==> src/rtl/bus_arbiter_if.sv <==
// Bundle of the two master ports and the shared peripheral bus port of bus_arbiter.
// The slave modport is the arbiter's view; the master modport is the surrounding system's view.
interface bus_arbiter_if;
    logic        m0_req_i;
    logic        m0_we_i;
    logic [3:0]  m0_be_i;
    logic [31:0] m0_addr_i;
    logic [31:0] m0_wdata_i;
    logic        m0_gnt_o;
    logic        m0_rvalid_o;
    logic [31:0] m0_rdata_o;

    logic        m1_req_i;
    logic        m1_we_i;
    logic [3:0]  m1_be_i;
    logic [31:0] m1_addr_i;
    logic [31:0] m1_wdata_i;
    logic        m1_gnt_o;
    logic        m1_rvalid_o;
    logic [31:0] m1_rdata_o;

    logic        s_req_o;
    logic        s_we_o;
    logic [3:0]  s_be_o;
    logic [31:0] s_addr_o;
    logic [31:0] s_wdata_o;
    logic        s_gnt_i;
    logic        s_rvalid_i;
    logic [31:0] s_rdata_i;

    logic        err_o;

    modport slave (
        input  m0_req_i, m0_we_i, m0_be_i, m0_addr_i, m0_wdata_i,
        output m0_gnt_o, m0_rvalid_o, m0_rdata_o,
        input  m1_req_i, m1_we_i, m1_be_i, m1_addr_i, m1_wdata_i,
        output m1_gnt_o, m1_rvalid_o, m1_rdata_o,
        output s_req_o, s_we_o, s_be_o, s_addr_o, s_wdata_o,
        input  s_gnt_i, s_rvalid_i, s_rdata_i,
        output err_o
    );

    modport master (
        output m0_req_i, m0_we_i, m0_be_i, m0_addr_i, m0_wdata_i,
        input  m0_gnt_o, m0_rvalid_o, m0_rdata_o,
        output m1_req_i, m1_we_i, m1_be_i, m1_addr_i, m1_wdata_i,
        input  m1_gnt_o, m1_rvalid_o, m1_rdata_o,
        input  s_req_o, s_we_o, s_be_o, s_addr_o, s_wdata_o,
        output s_gnt_i, s_rvalid_i, s_rdata_i,
        input  err_o
    );
endinterface

==> src/rtl/bus_arbiter.sv <==
// Two-master round-robin arbiter onto a shared pipelined bus; an owner FIFO of
// DEPTH entries routes each in-order response back to the master that issued it.
module bus_arbiter #(
    parameter int DEPTH = 2
) (
    input logic         clk_i,
    input logic         rst_i,
    bus_arbiter_if.slave bus
);
    localparam int PW = (DEPTH > 1) ? $clog2(DEPTH) : 1;
    localparam int CW = $clog2(DEPTH + 1);
    localparam logic [PW-1:0] PTR_LAST = PW'(DEPTH - 1);
    localparam logic [CW-1:0] CNT_FULL = CW'(DEPTH);

    logic [DEPTH-1:0] owner;
    logic [PW-1:0]    rd_ptr;
    logic [PW-1:0]    wr_ptr;
    logic [CW-1:0]    count;
    logic             last_gnt;
    logic             err;

    logic any_req;
    logic winner;
    logic full;
    logic empty;
    logic push;
    logic pop;
    logic head;

    function automatic logic [PW-1:0] next_ptr(input logic [PW-1:0] p);
        return (p == PTR_LAST) ? '0 : p + 1'b1;
    endfunction

    // On a tie the master not named by last_gnt wins; otherwise the lone requester (m0 when idle).
    assign any_req = bus.m0_req_i | bus.m1_req_i;
    assign winner  = (bus.m0_req_i & bus.m1_req_i) ? ~last_gnt : bus.m1_req_i;
    assign full    = (count == CNT_FULL);
    assign empty   = (count == '0);
    assign push    = bus.s_req_o & bus.s_gnt_i;
    assign pop     = bus.s_rvalid_i & ~empty;
    assign head    = owner[rd_ptr];

    assign bus.s_req_o   = any_req & ~full;
    assign bus.s_we_o    = winner ? bus.m1_we_i    : bus.m0_we_i;
    assign bus.s_be_o    = winner ? bus.m1_be_i    : bus.m0_be_i;
    assign bus.s_addr_o  = winner ? bus.m1_addr_i  : bus.m0_addr_i;
    assign bus.s_wdata_o = winner ? bus.m1_wdata_i : bus.m0_wdata_i;

    assign bus.m0_gnt_o    = push & ~winner;
    assign bus.m1_gnt_o    = push & winner;
    assign bus.m0_rvalid_o = pop & ~head;
    assign bus.m1_rvalid_o = pop & head;
    assign bus.m0_rdata_o  = bus.s_rdata_i;
    assign bus.m1_rdata_o  = bus.s_rdata_i;
    assign bus.err_o       = err;

    always_ff @(posedge clk_i or posedge rst_i) begin
        if (rst_i) begin
            owner    <= '0;
            rd_ptr   <= '0;
            wr_ptr   <= '0;
            count    <= '0;
            last_gnt <= 1'b1;
            err      <= 1'b0;
        end else begin
            if (push) begin
                owner[wr_ptr] <= winner;
                wr_ptr        <= next_ptr(wr_ptr);
                last_gnt      <= winner;
            end
            if (pop) begin
                rd_ptr <= next_ptr(rd_ptr);
            end
            case ({push, pop})
                2'b10:   count <= count + 1'b1;
                2'b01:   count <= count - 1'b1;
                default: count <= count;
            endcase
            if (bus.s_rvalid_i && empty) begin
                err <= 1'b1;
            end
        end
    end
endmodule

==> src/flat_wrapper.sv <==
// flat-port wrapper written by rule: the top's interface ports become plain ports
module bus_arbiter_flat 
#(
    parameter int DEPTH = 2
)
  (clk_i, rst_i, bus_m0_req_i, bus_m0_we_i, bus_m0_be_i, bus_m0_addr_i, bus_m0_wdata_i, bus_m0_gnt_o, bus_m0_rvalid_o, bus_m0_rdata_o, bus_m1_req_i, bus_m1_we_i, bus_m1_be_i, bus_m1_addr_i, bus_m1_wdata_i, bus_m1_gnt_o, bus_m1_rvalid_o, bus_m1_rdata_o, bus_s_req_o, bus_s_we_o, bus_s_be_o, bus_s_addr_o, bus_s_wdata_o, bus_s_gnt_i, bus_s_rvalid_i, bus_s_rdata_i, bus_err_o);
  bus_arbiter_if bus_i ();
  input logic clk_i;
  input logic rst_i;
  input wire logic [$bits(bus_i.m0_req_i)-1:0] bus_m0_req_i;
  input wire logic [$bits(bus_i.m0_we_i)-1:0] bus_m0_we_i;
  input wire logic [$bits(bus_i.m0_be_i)-1:0] bus_m0_be_i;
  input wire logic [$bits(bus_i.m0_addr_i)-1:0] bus_m0_addr_i;
  input wire logic [$bits(bus_i.m0_wdata_i)-1:0] bus_m0_wdata_i;
  output wire logic [$bits(bus_i.m0_gnt_o)-1:0] bus_m0_gnt_o;
  output wire logic [$bits(bus_i.m0_rvalid_o)-1:0] bus_m0_rvalid_o;
  output wire logic [$bits(bus_i.m0_rdata_o)-1:0] bus_m0_rdata_o;
  input wire logic [$bits(bus_i.m1_req_i)-1:0] bus_m1_req_i;
  input wire logic [$bits(bus_i.m1_we_i)-1:0] bus_m1_we_i;
  input wire logic [$bits(bus_i.m1_be_i)-1:0] bus_m1_be_i;
  input wire logic [$bits(bus_i.m1_addr_i)-1:0] bus_m1_addr_i;
  input wire logic [$bits(bus_i.m1_wdata_i)-1:0] bus_m1_wdata_i;
  output wire logic [$bits(bus_i.m1_gnt_o)-1:0] bus_m1_gnt_o;
  output wire logic [$bits(bus_i.m1_rvalid_o)-1:0] bus_m1_rvalid_o;
  output wire logic [$bits(bus_i.m1_rdata_o)-1:0] bus_m1_rdata_o;
  output wire logic [$bits(bus_i.s_req_o)-1:0] bus_s_req_o;
  output wire logic [$bits(bus_i.s_we_o)-1:0] bus_s_we_o;
  output wire logic [$bits(bus_i.s_be_o)-1:0] bus_s_be_o;
  output wire logic [$bits(bus_i.s_addr_o)-1:0] bus_s_addr_o;
  output wire logic [$bits(bus_i.s_wdata_o)-1:0] bus_s_wdata_o;
  input wire logic [$bits(bus_i.s_gnt_i)-1:0] bus_s_gnt_i;
  input wire logic [$bits(bus_i.s_rvalid_i)-1:0] bus_s_rvalid_i;
  input wire logic [$bits(bus_i.s_rdata_i)-1:0] bus_s_rdata_i;
  output wire logic [$bits(bus_i.err_o)-1:0] bus_err_o;
  assign bus_i.m0_req_i = bus_m0_req_i;
  assign bus_i.m0_we_i = bus_m0_we_i;
  assign bus_i.m0_be_i = bus_m0_be_i;
  assign bus_i.m0_addr_i = bus_m0_addr_i;
  assign bus_i.m0_wdata_i = bus_m0_wdata_i;
  assign bus_m0_gnt_o = bus_i.m0_gnt_o;
  assign bus_m0_rvalid_o = bus_i.m0_rvalid_o;
  assign bus_m0_rdata_o = bus_i.m0_rdata_o;
  assign bus_i.m1_req_i = bus_m1_req_i;
  assign bus_i.m1_we_i = bus_m1_we_i;
  assign bus_i.m1_be_i = bus_m1_be_i;
  assign bus_i.m1_addr_i = bus_m1_addr_i;
  assign bus_i.m1_wdata_i = bus_m1_wdata_i;
  assign bus_m1_gnt_o = bus_i.m1_gnt_o;
  assign bus_m1_rvalid_o = bus_i.m1_rvalid_o;
  assign bus_m1_rdata_o = bus_i.m1_rdata_o;
  assign bus_s_req_o = bus_i.s_req_o;
  assign bus_s_we_o = bus_i.s_we_o;
  assign bus_s_be_o = bus_i.s_be_o;
  assign bus_s_addr_o = bus_i.s_addr_o;
  assign bus_s_wdata_o = bus_i.s_wdata_o;
  assign bus_i.s_gnt_i = bus_s_gnt_i;
  assign bus_i.s_rvalid_i = bus_s_rvalid_i;
  assign bus_i.s_rdata_i = bus_s_rdata_i;
  assign bus_err_o = bus_i.err_o;
  bus_arbiter #(.DEPTH(DEPTH)) u_core (.clk_i(clk_i), .rst_i(rst_i), .bus(bus_i));
endmodule
==> config.mk <==
export PLATFORM = sky130hd
export DESIGN_NAME = bus_arbiter_flat
export DESIGN_NICKNAME = d
export VERILOG_FILES = /design/src/rtl/bus_arbiter_if.sv /design/src/rtl/bus_arbiter.sv /design/src/flat_wrapper.sv
export SDC_FILE = /design/constraint.sdc
export NUM_CORES = 1
export LEC_CHECK = 0
export BUFFER_PORTS_ARGS = -buffer_cell sky130_fd_sc_hd__buf_2
export CAP_MARGIN = 20
export CORE_AREA = 2 2 121 123
export CTS_CLUSTER_SIZE = 20
export DETAILED_ROUTE_END_ITERATION = 10
export DIE_AREA = 0 0 123 125
export GPL_TIMING_DRIVEN = 0
export PLACE_DENSITY = 0.54
export SLEW_MARGIN = 20
export SYNTH_ARGS = -nofsm -noshare
export SYNTH_HDL_FRONTEND = slang
export SYNTH_SLANG_ARGS = --single-unit
==> constraint.sdc <==
create_clock -name clk_i -period 2.45 [get_ports clk_i]
set_clock_uncertainty 0.15 [all_clocks]
set_input_delay 0.245 -clock clk_i [delete_from_list [all_inputs] [get_ports clk_i]]
set_output_delay 0.245 -clock clk_i [all_outputs]
set_load 0.005 [all_outputs]
Word-level counts from Yosys, hierarchy flattened
Index checks and enable logic that the tools add are counted.

Logic and storage cells: 47. Output and inout bits: 139. Bits of input ports: 176. Bits in registers: 8.

Order comparisons: 3. Add/subtract/negate cells: 4. Bitwise gates (word level): 14. Mux-type cells: 13. Equal/unequal tests: 3. Reduce and logical (&&, ||, !) cells: 4.

Operator list (number): $mux 32 (2); $and 1x1->1 (8); $mux 1 (7); $not 1->1 (5); $eq 2x2->1 const B (2); $lt 1x2->1 const B (2); $mux 4 (1); $pmux 2 s2 (1); $add 1x1->1 const B (2); $add 2x1->2 const B (1); $bwmux 2 (1); $eq 2x1->1 const B (1); $logic_and 1x1->1 (2); $logic_not 2->1 (1); $reduce_bool 2->1 (1); $sub 2x1->2 const B (1); $demux 1 s1 (1); $ge 1x1->1 const B (1); $or 1x1->1 (1).

Logic depth before layout (Yosys ltp)
Gate-level depths: netlist of the first run.

Depth in word-level cells: 6. Gate-level depth with buffers: 7. Mapped depth without buffers: 6.

Worst setup path after synthesis of the first run
OpenSTA, ideal clock, no wires.

Kind: register to register. Start point: register u_core.count[1]. End point: register u_core.count[1]. Path buffers: 1. Path slack: 0.630 ns. Data required time: 2.221 ns. Stages on the path, launching flop included: 7. Clock period less this slack: 1.820 ns. Library setup time: 0.079 ns. Arrival: 1.591 ns. Cells stage by stage: dfrtp_1 nor2b_2 or3b_1 buf_6 ha_1 nor2_1 xor2_1.

Longest elaborated chain between the ends: 6. Elaborated cells between the ends (all ways): 13. Those cells by class: 2 x add/sub; 3 x eq/ne; 1 x mux; 5 x bitwise; 2 x reduce/logical.

Ends and longest elaborated chain: start: declaration (line bus_arbiter.sv:18) `logic [CW-1:0] count;`; start signal: assignment (line bus_arbiter.sv:75) `2'b10: count <= count + 1'b1;`; start signal: assignment (line bus_arbiter.sv:76) `2'b01: count <= count - 1'b1;`; start signal: assignment (line bus_arbiter.sv:77) `default: count <= count;`; $eq 2x2->1 (line bus_arbiter.sv:37) `assign full = (count == CNT_FULL);`; $not 1->1 (line bus_arbiter.sv:43) `assign bus.s_req_o = any_req & ~full;`; $and 1x1->1 (line bus_arbiter.sv:43); $and 1x1->1 (line bus_arbiter.sv:39) `assign push = bus.s_req_o & bus.s_gnt_i;`; $eq 2x1->1 or $eq 2x2->1 (tied branches) (line bus_arbiter.sv:74) `case ({push, pop})`; $pmux 2 s2 or $reduce_bool 2->1 (tied branches).

Parallel ways exist; a longest one is shown, timed or not. A chain may end at the register's enable or synchronous reset.

Final worst setup path of the first run
Start point: register u_core.last_gnt. End point: output port bus_s_addr_o[2].

Longest elaborated chain between the ends: 3.

Ends and longest elaborated chain: start: declaration (line bus_arbiter.sv:19) `logic last_gnt;`; start signal: assignment (line bus_arbiter.sv:69) `last_gnt <= winner;`; $not 1->1 (line bus_arbiter.sv:36) `assign winner = (bus.m0_req_i & bus.m1_req_i) ? ~last_gnt : bus.m1_req_i;`; $mux 1 (line bus_arbiter.sv:36); $mux 32 (line bus_arbiter.sv:46) `assign bus.s_addr_o = winner ? bus.m1_addr_i : bus.m0_addr_i;`; end: declaration (line flat_wrapper.sv:29) `output wire logic [$bits(bus_i.s_addr_o)-1:0] bus_s_addr_o;`.

No other way between the ends.

==> metrics.yaml, run 1 <==
power.leakage_nw: 1.955
grt_overflow: 0
tightest_slew_ps: 532.7
post-route-period-util: 0.9481
clock_power_share: 0.183
synth_edf_count: 0
final_nets: 643
area_growth_pct: 101.1
ios: 315
place_inst: 644
synthXorXnorAreaFrac: 0.02551
cp_max_fo: 10
p_int_mw: 1.029
slew-limit-headroom: 0.6411
synth_area_leaders: "mux2_2 46%, buf_4 28%, dfrtp_1 10%"
clockBufferDepth: 2
final.setup.worst_slack_ps: 127.2
synth_ff_type: "dfrtp_1"
p_sw_frac: 0.3273
ys_warn_count: 0
grt-busiest-layer: "met2"
rows: 44
yosys.area_share.simple: 0.04155
cp_num_buf_inv: 3
synth-compound-area-share: 0.01166
die_h_um: 125
dpl.hpwl_um: 7276
placed_cell_area_mm2: 0.003358
ys_seq_elements: 8
timing_hold_violations_final: 0
grt.total_usage: 0.08904
route.detailed.drc: 0
ant_nets: 0
min-delay-path-class: "in2reg"
worst_ir_drop_vdd_uv: 259.5
fin_setup_tns_ps: 0
cp.required_ps: 2060
async_reset_ff_frac: 1.000
final_cells: 649
synth_top_area_cell: "mux2_2"
synth.most_common_cell: "mux2_2"
first_pass_iters: 4
cp-start-kind: "register"
fp.dieArea_mm2: 0.01538
cts_root_buf: "clkbuf_16"
use_met2: 0.1752
wirelength_um: 8068
critical_path.cell_chain: "a21boi_1, clkbuf_4, buf_2, mux2_2, buf_2"
dieWidth_um: 123
synth.avg_cell_area_um2: 9.644
globalRouteMet3Util: 0.01505
maxCapViolCount: 0
clkTransAtPathRegs_ps: 40
fin_area_mm2: 0.003452
routedWlPerCell_um: 12.43
yosysUniqueCellTypes: 22
grt_use_met1: 0.1008
muxShareOfSynthArea: 0.4825
synth_top_family_by_area: "multiplexers"
rsz0062_at_grt: "false"
power_switching_uw: 500.7
crit_type: "reg2out"
vias: 2265
syn-num-nets: 355
antenna_cells: 0
h-tree-depth: 1
viasPerCell: 3.490
place_ws_ps: 234.9
syn_area_mm2: 0.001717
crit_path_end_kind: "output port"
grt_max_degree: 11
min_period_ps: 2323
start_util: 0.1209
critical_path.slowest_cell: "mux2_2"
clk_latency_ps: 230
cts_tree: "done"
grt_pass1_vias: 2113
status: "finished clean"
coreArea_mm2: 0.01420
antenna_found_initial: 1
io_buffers: 282
seqPwrFrac: 0.165
cts.sinks: 8
timing.fmax_mhz: 430.5
cp_slowest_stage_delay_ps: 400
cp.arrival_ps: 1930
cts-buffers-inserted: 3
gp_congestion: 0.7906
grt_pass1_wl_um: 10520
finalPower_mw: 1.530
synth_fa_ha_area_frac: 0.007289
power_frac_comb: 0.652
drtIter0Drc: 35
drive_gt1_frac: 0.9290
postSynthCellCount: 178
cp_common_cell: "buf_2"
synthTopCellsByCount: "70 x mux2_2, 64 x buf_4, 8 x buf_2"
fillerInstances: 1584
setup_viol: 0
crit_family: "buffers and inverters"
seq_area_frac_synth: 0.1173
final_max_slew_viol_count: 0
p_per_area_mw_per_mm2: 443.1
yosysTopAreaCellShare: 0.4592
-- path summary, 6_finish.rpt --
kind	slack, ps	to	start	depth (start not counted)
worst max-delay path	130	bus_s_addr_o[2]	u_core.last_gnt	5
worst min-delay path	80	u_core.bus.err_o	bus_s_rvalid_i	2
worst max register to register	540	u_core.count[1]	u_core.count[1]	6
worst min register to register	300	u_core.bus.err_o	u_core.bus.err_o	1
max in group asynchronous	1510	u_core.last_gnt	rst_i	3
min in group asynchronous	350	u_core.wr_ptr	rst_i	3
-- cells in the final DEF (no fill, tap or decap), types with 2 or more instances in the layout --
cell / synthesis / layout
dfrtp_1: 7 / 7
clkbuf_16: 0 / 3
nor2b_1: 2 / 2
clkbuf_4: 0 / 2
mux2_4: 2 / 2
xnor2_1: 4 / 4
buf_4: 64 / 64
nor2_1: 6 / 6
mux2_2: 70 / 70
buf_2: 8 / 288
inv_1: 2 / 2
-- logic make-up after synthesis --
logic type | after synthesis
multiplexers | 73
AO/OA/AOI/OAI | 3
adder cells (fa/ha/maj) | 1
XOR/XNOR | 5
AND/OR/NAND/NOR | 13
flip-flops | 8
buffers and inverters | 75
-- metal layers --
metal	part of all wire	vias to the layer above
met2	0.51	186
li1	-	1117
met5	0	-
met4	0.0078	0
met1	0.37	956
met3	0.12	6
-- repair_timing --
action / CTS / global route
hold buffers: 1 / 0
gates resized for setup: 0 / 2
hold endpoints to repair: 7 / 0
endpoints found under the setup margin: 0 / 51
buffers inserted: 0 / 0
-- cell type report --
| cell class | count | area, um^2 | area share |
|---|---|---|---|
| flip-flops and latches | 8 | 201.4 | 0.05835 |
| repair buffers | 283 | 1421 | 0.4117 |
| plain buffers | 73 | 536.8 | 0.1555 |
| multi-input cells | 95 | 975.9 | 0.2827 |
| well taps | 184 | 230.2 | 0.06669 |
| clock buffers | 4 | 78.83 | 0.02283 |
| inverters | 2 | 7.507 | 0.002175 |
-- power by group through the flow --
| stage | Sequential [mW] | Clock (mW) | Combinational [mW] |
|---|---|---|---|
| 3_5_place_dp | 0.255 | 0 | 0.999 |
| 4_1_cts | 0.253 | 0.284 | 1.01 |
| 2_1_floorplan | 0.242 | 0 | 0.586 |
| 3_3_place_gp | 0.255 | 0 | 0.998 |
| 5_1_grt | 0.264 | 0.297 | 1.09 |
| 6_report | 0.252 | 0.280 | 0.997 |
-- registers in the layout (all words and copies together), names as in the netlist --
signal and count:
u_core.owner 2, u_core.rd_ptr 1, u_core.wr_ptr 1, u_core.bus.err_o 1, u_core.last_gnt 1, u_core.count 2
-- per-stage QoR --
step                      hold slack (ps)    util
final                               79.42  0.2430
after CTS                           80.07  0.2427
after floorplan                    -90.06       -
after detailed placement            66.70  0.2364
after global routing                91.74  0.2430
after global placement              66.22  0.2364
Note: power is estimated with default switching activity, not from simulation.
==> inputs of run 2 (changes only) <==
--- a/config.mk
+++ b/config.mk
@@ -8,3 +8,3 @@
 export BUFFER_PORTS_ARGS = -buffer_cell sky130_fd_sc_hd__buf_2
-export CAP_MARGIN = 20
+export CAP_MARGIN = 5
 export CORE_AREA = 2 2 121 123
==> constraint.sdc (replaced) <==
create_clock -name clk_i -period 2.45 [get_ports clk_i]
set_clock_uncertainty 0.15 [all_clocks]
set_input_delay 0.6125 -clock clk_i [delete_from_list [all_inputs] [get_ports clk_i]]
set_output_delay 0.6125 -clock clk_i [all_outputs]
set_load 0.005 [all_outputs]
==> run 2 against run 1 <==
Against the previous run: the run now ends with setup timing left; highest routed layer unchanged; sequential power grew 2%; cell area rose by 19%; global-route usage grew 0.32 points; sequential cell count unchanged; critical path type is now in2out; via count increased by 3.4%; core utilization up 4.6 points; register-to-register slack barely moved; clock power is essentially flat; largest power group unchanged; fmax is 5.7% lower; wire length is 9.9% higher; clock-buffer cell count unchanged; hold slack improved by 95 ps.
==> metrics.yaml, run 2 (synthesis gave the netlist of run 1 again) <==
status: "finished, violations left"  # was finished clean
violations: "setup timing"
io_buffers: 282  # unchanged
grt_pass1_wl_um: 10900  # was 10520 um
cts-buffers-inserted: 3  # unchanged
cp-start-kind: "primary input"  # was register
top_regs: "u_core.count: 2 flops, u_core.owner: 2 flops"  # unchanged
cp.required_ps: 1690  # was 2060 ps
route.detailed.drc: 0  # unchanged
final_cells: 651  # was 649
min-delay-path-class: "in2async"  # was in2reg
p_per_area_mw_per_mm2: 462.8  # was 443.1 mW/mm^2
timing.fmax_mhz: 406.0  # was 430.5 MHz
setup_viol: 7  # was 0
timing_hold_violations_final: 0  # unchanged
register_area_um2: 201.4  # unchanged
cp.arrival_ps: 1700  # was 1930 ps
reg2reg_to: "u_core.count[1]"  # unchanged
ff2ff_setup_slack_ps: 540  # about the same
clkTransAtPathRegs_ps: 40  # about the same
dpl.hpwl_um: 7276  # unchanged
ant_nets: 0  # unchanged
antenna_found_initial: 1  # unchanged
grt_max_degree: 11  # unchanged
dieWidth_um: 123  # unchanged
cts.sinks: 8  # unchanged
grt_pass1_vias: 2189  # was 2113
rsz0062_at_grt: "true"  # was false
reg2regPathDepth: 6  # unchanged
power.leakage_nw: 2.334  # was 1.955 nW
gp_congestion: 0.7906  # unchanged
die_h_um: 125  # unchanged
cts_tree: "done"  # unchanged
place_inst: 644  # unchanged
fp.dieArea_mm2: 0.01538  # unchanged
whs_ps: 174.2  # was 79.42 ps
antenna_cells: 0  # unchanged
clockBufferDepth: 2  # unchanged
worst_ir_drop_vdd_uv: 261.0  # was 259.5 uV
viasPerCell: 3.598  # was 3.490
fillerInstances: 1522  # was 1584
min_period_ps: 2463  # was 2323 ps
crit_path_end_kind: "output port"  # unchanged
rr_startpoint: "u_core.count[1]"  # unchanged
cts_root_buf: "clkbuf_16"  # unchanged
maxCapViolCount: 0  # unchanged
clk_latency_ps: 230  # about the same
crit_type: "in2out"  # was reg2out
finalPower_mw: 1.902  # was 1.530 mW
post-route-period-util: 1.005  # was 0.9481
h-tree-depth: 1  # unchanged
ios: 315  # unchanged
grt.total_usage: 0.09223  # was 0.08904
final_common_cell: "buf_2"  # unchanged
rows: 44  # unchanged
slew-limit-headroom: 0.6485  # was 0.6411
drtIter0Drc: 19  # was 35
final_max_slew_viol_count: 0  # unchanged
final_util: 0.2893  # was 0.2430
final_nets: 645  # was 643
wirelength_um: 8870  # was 8068 um
cp_max_fo: 10  # unchanged
tightest_slew_ps: 521.7  # was 532.7 ps
fin_area_mm2: 0.004109  # was 0.003452 mm^2
mostFrequentLayoutCells: "232 x buf_2, 66 x buf_4, 55 x mux2_4, 52 x buf_6, 17 x mux2_2"  # was 288 x buf_2, 70 x mux2_2, 64 x buf_4, 7 x dfrtp_1, 6 x nor2_1
start_util: 0.1209  # unchanged
vias: 2342  # was 2265
routedWlPerCell_um: 13.63  # was 12.43 um
placed_cell_area_mm2: 0.003358  # unchanged
multi_input_area_mm2: 0.001186  # was 975.9 um^2
drive_gt1_frac: 0.9336  # was 0.9290
area_growth_pct: 139.4  # was 101.1%
first_pass_iters: 3  # was 4
final.setup.worst_slack_ps: -12.89  # was 127.2 ps
coreArea_mm2: 0.01420  # unchanged
grt_overflow: 0  # unchanged
-- run 2: cell types whose count changed in the layout (fill, tap and decap cells not counted) --
cell and change:
buf_16 +1, buf_2 -56, a21boi_4 +1, clkbuf_4 -2, buf_4 +2, mux2_2 -53
buf_6 +51, buf_8 +1, a21boi_1 -1, mux2_4 +53, buf_12 +6, dlygate4sd3_1 -1
-- run 2: stage by stage --
| step | setup slack, ps | setup TNS [ps] |
|---|---|---|
| finish | -12.89 | -43.06 |
| global route | -76.00 | -1952 |
| CTS | -48.52 | -969.3 |
| detailed placement | -500.1 | -25390 |
| global placement | -510.3 | -25950 |
| floorplan | 154.6 | 0 |
-- run 2: report_power, final --
group / internal, mW / total [mW] / leakage, nW / switching, mW
logic: 0.899 / 1.37 / 2.21 / 0.467
registers: 0.201 / 0.257 / 0.0905 / 0.0558
clock network: 0.217 / 0.279 / 0.0382 / 0.0625
-- run 2: worst max-delay path, cell delays in order --
cell      delay [ps]
buf_6             70
a21boi_4         200
buf_12           190
buf_12           160
mux2_2           330
buf_2            130
-- run 2: area by class of cell --
cell class,instances,area share
well taps,184,0.05603
repair buffers,285,0.4315
plain buffers,73,0.1538
multi-input cells,95,0.2887
clock buffers,4,0.01918
flip-flops and latches,8,0.04903
inverters,2,0.001827
-- run 2: how the worst max path moves through the flow --
stage	startpoint	slack, ps	to	cells past startpoint
after CTS	bus_m1_req_i	-50	bus_s_addr_o[11]	6
after detailed placement	bus_m0_req_i	-500	bus_s_wdata_o[7]	6
after global placement	bus_m0_req_i	-510	bus_s_addr_o[2]	6
final	bus_m1_req_i	-10	bus_s_wdata_o[25]	6
after floorplan	bus_m1_req_i	150	bus_s_addr_o[10]	4
after global routing	bus_m1_req_i	-80	bus_s_addr_o[6]	6
-- run 2: per-layer routing --
metal | wire length, um | global-route usage
met1 | 3075 | 0.09859
met2 | 4752 | 0.1882
met3 | 969 | 0.01551
met4 | 74 | 0.01070
met5 | 0 | 0
-- run 2: what timing repair did --
| item | CTS | global route |
|---|---|---|
| gates cloned | 1 | 0 |
| gates resized for setup | 52 | 82 |
| pin swaps | 1 | 0 |
| endpoints found under the setup margin | 71 | 62 |
| hold buffers | 0 | 0 |
| buffers inserted | 2 | 0 |
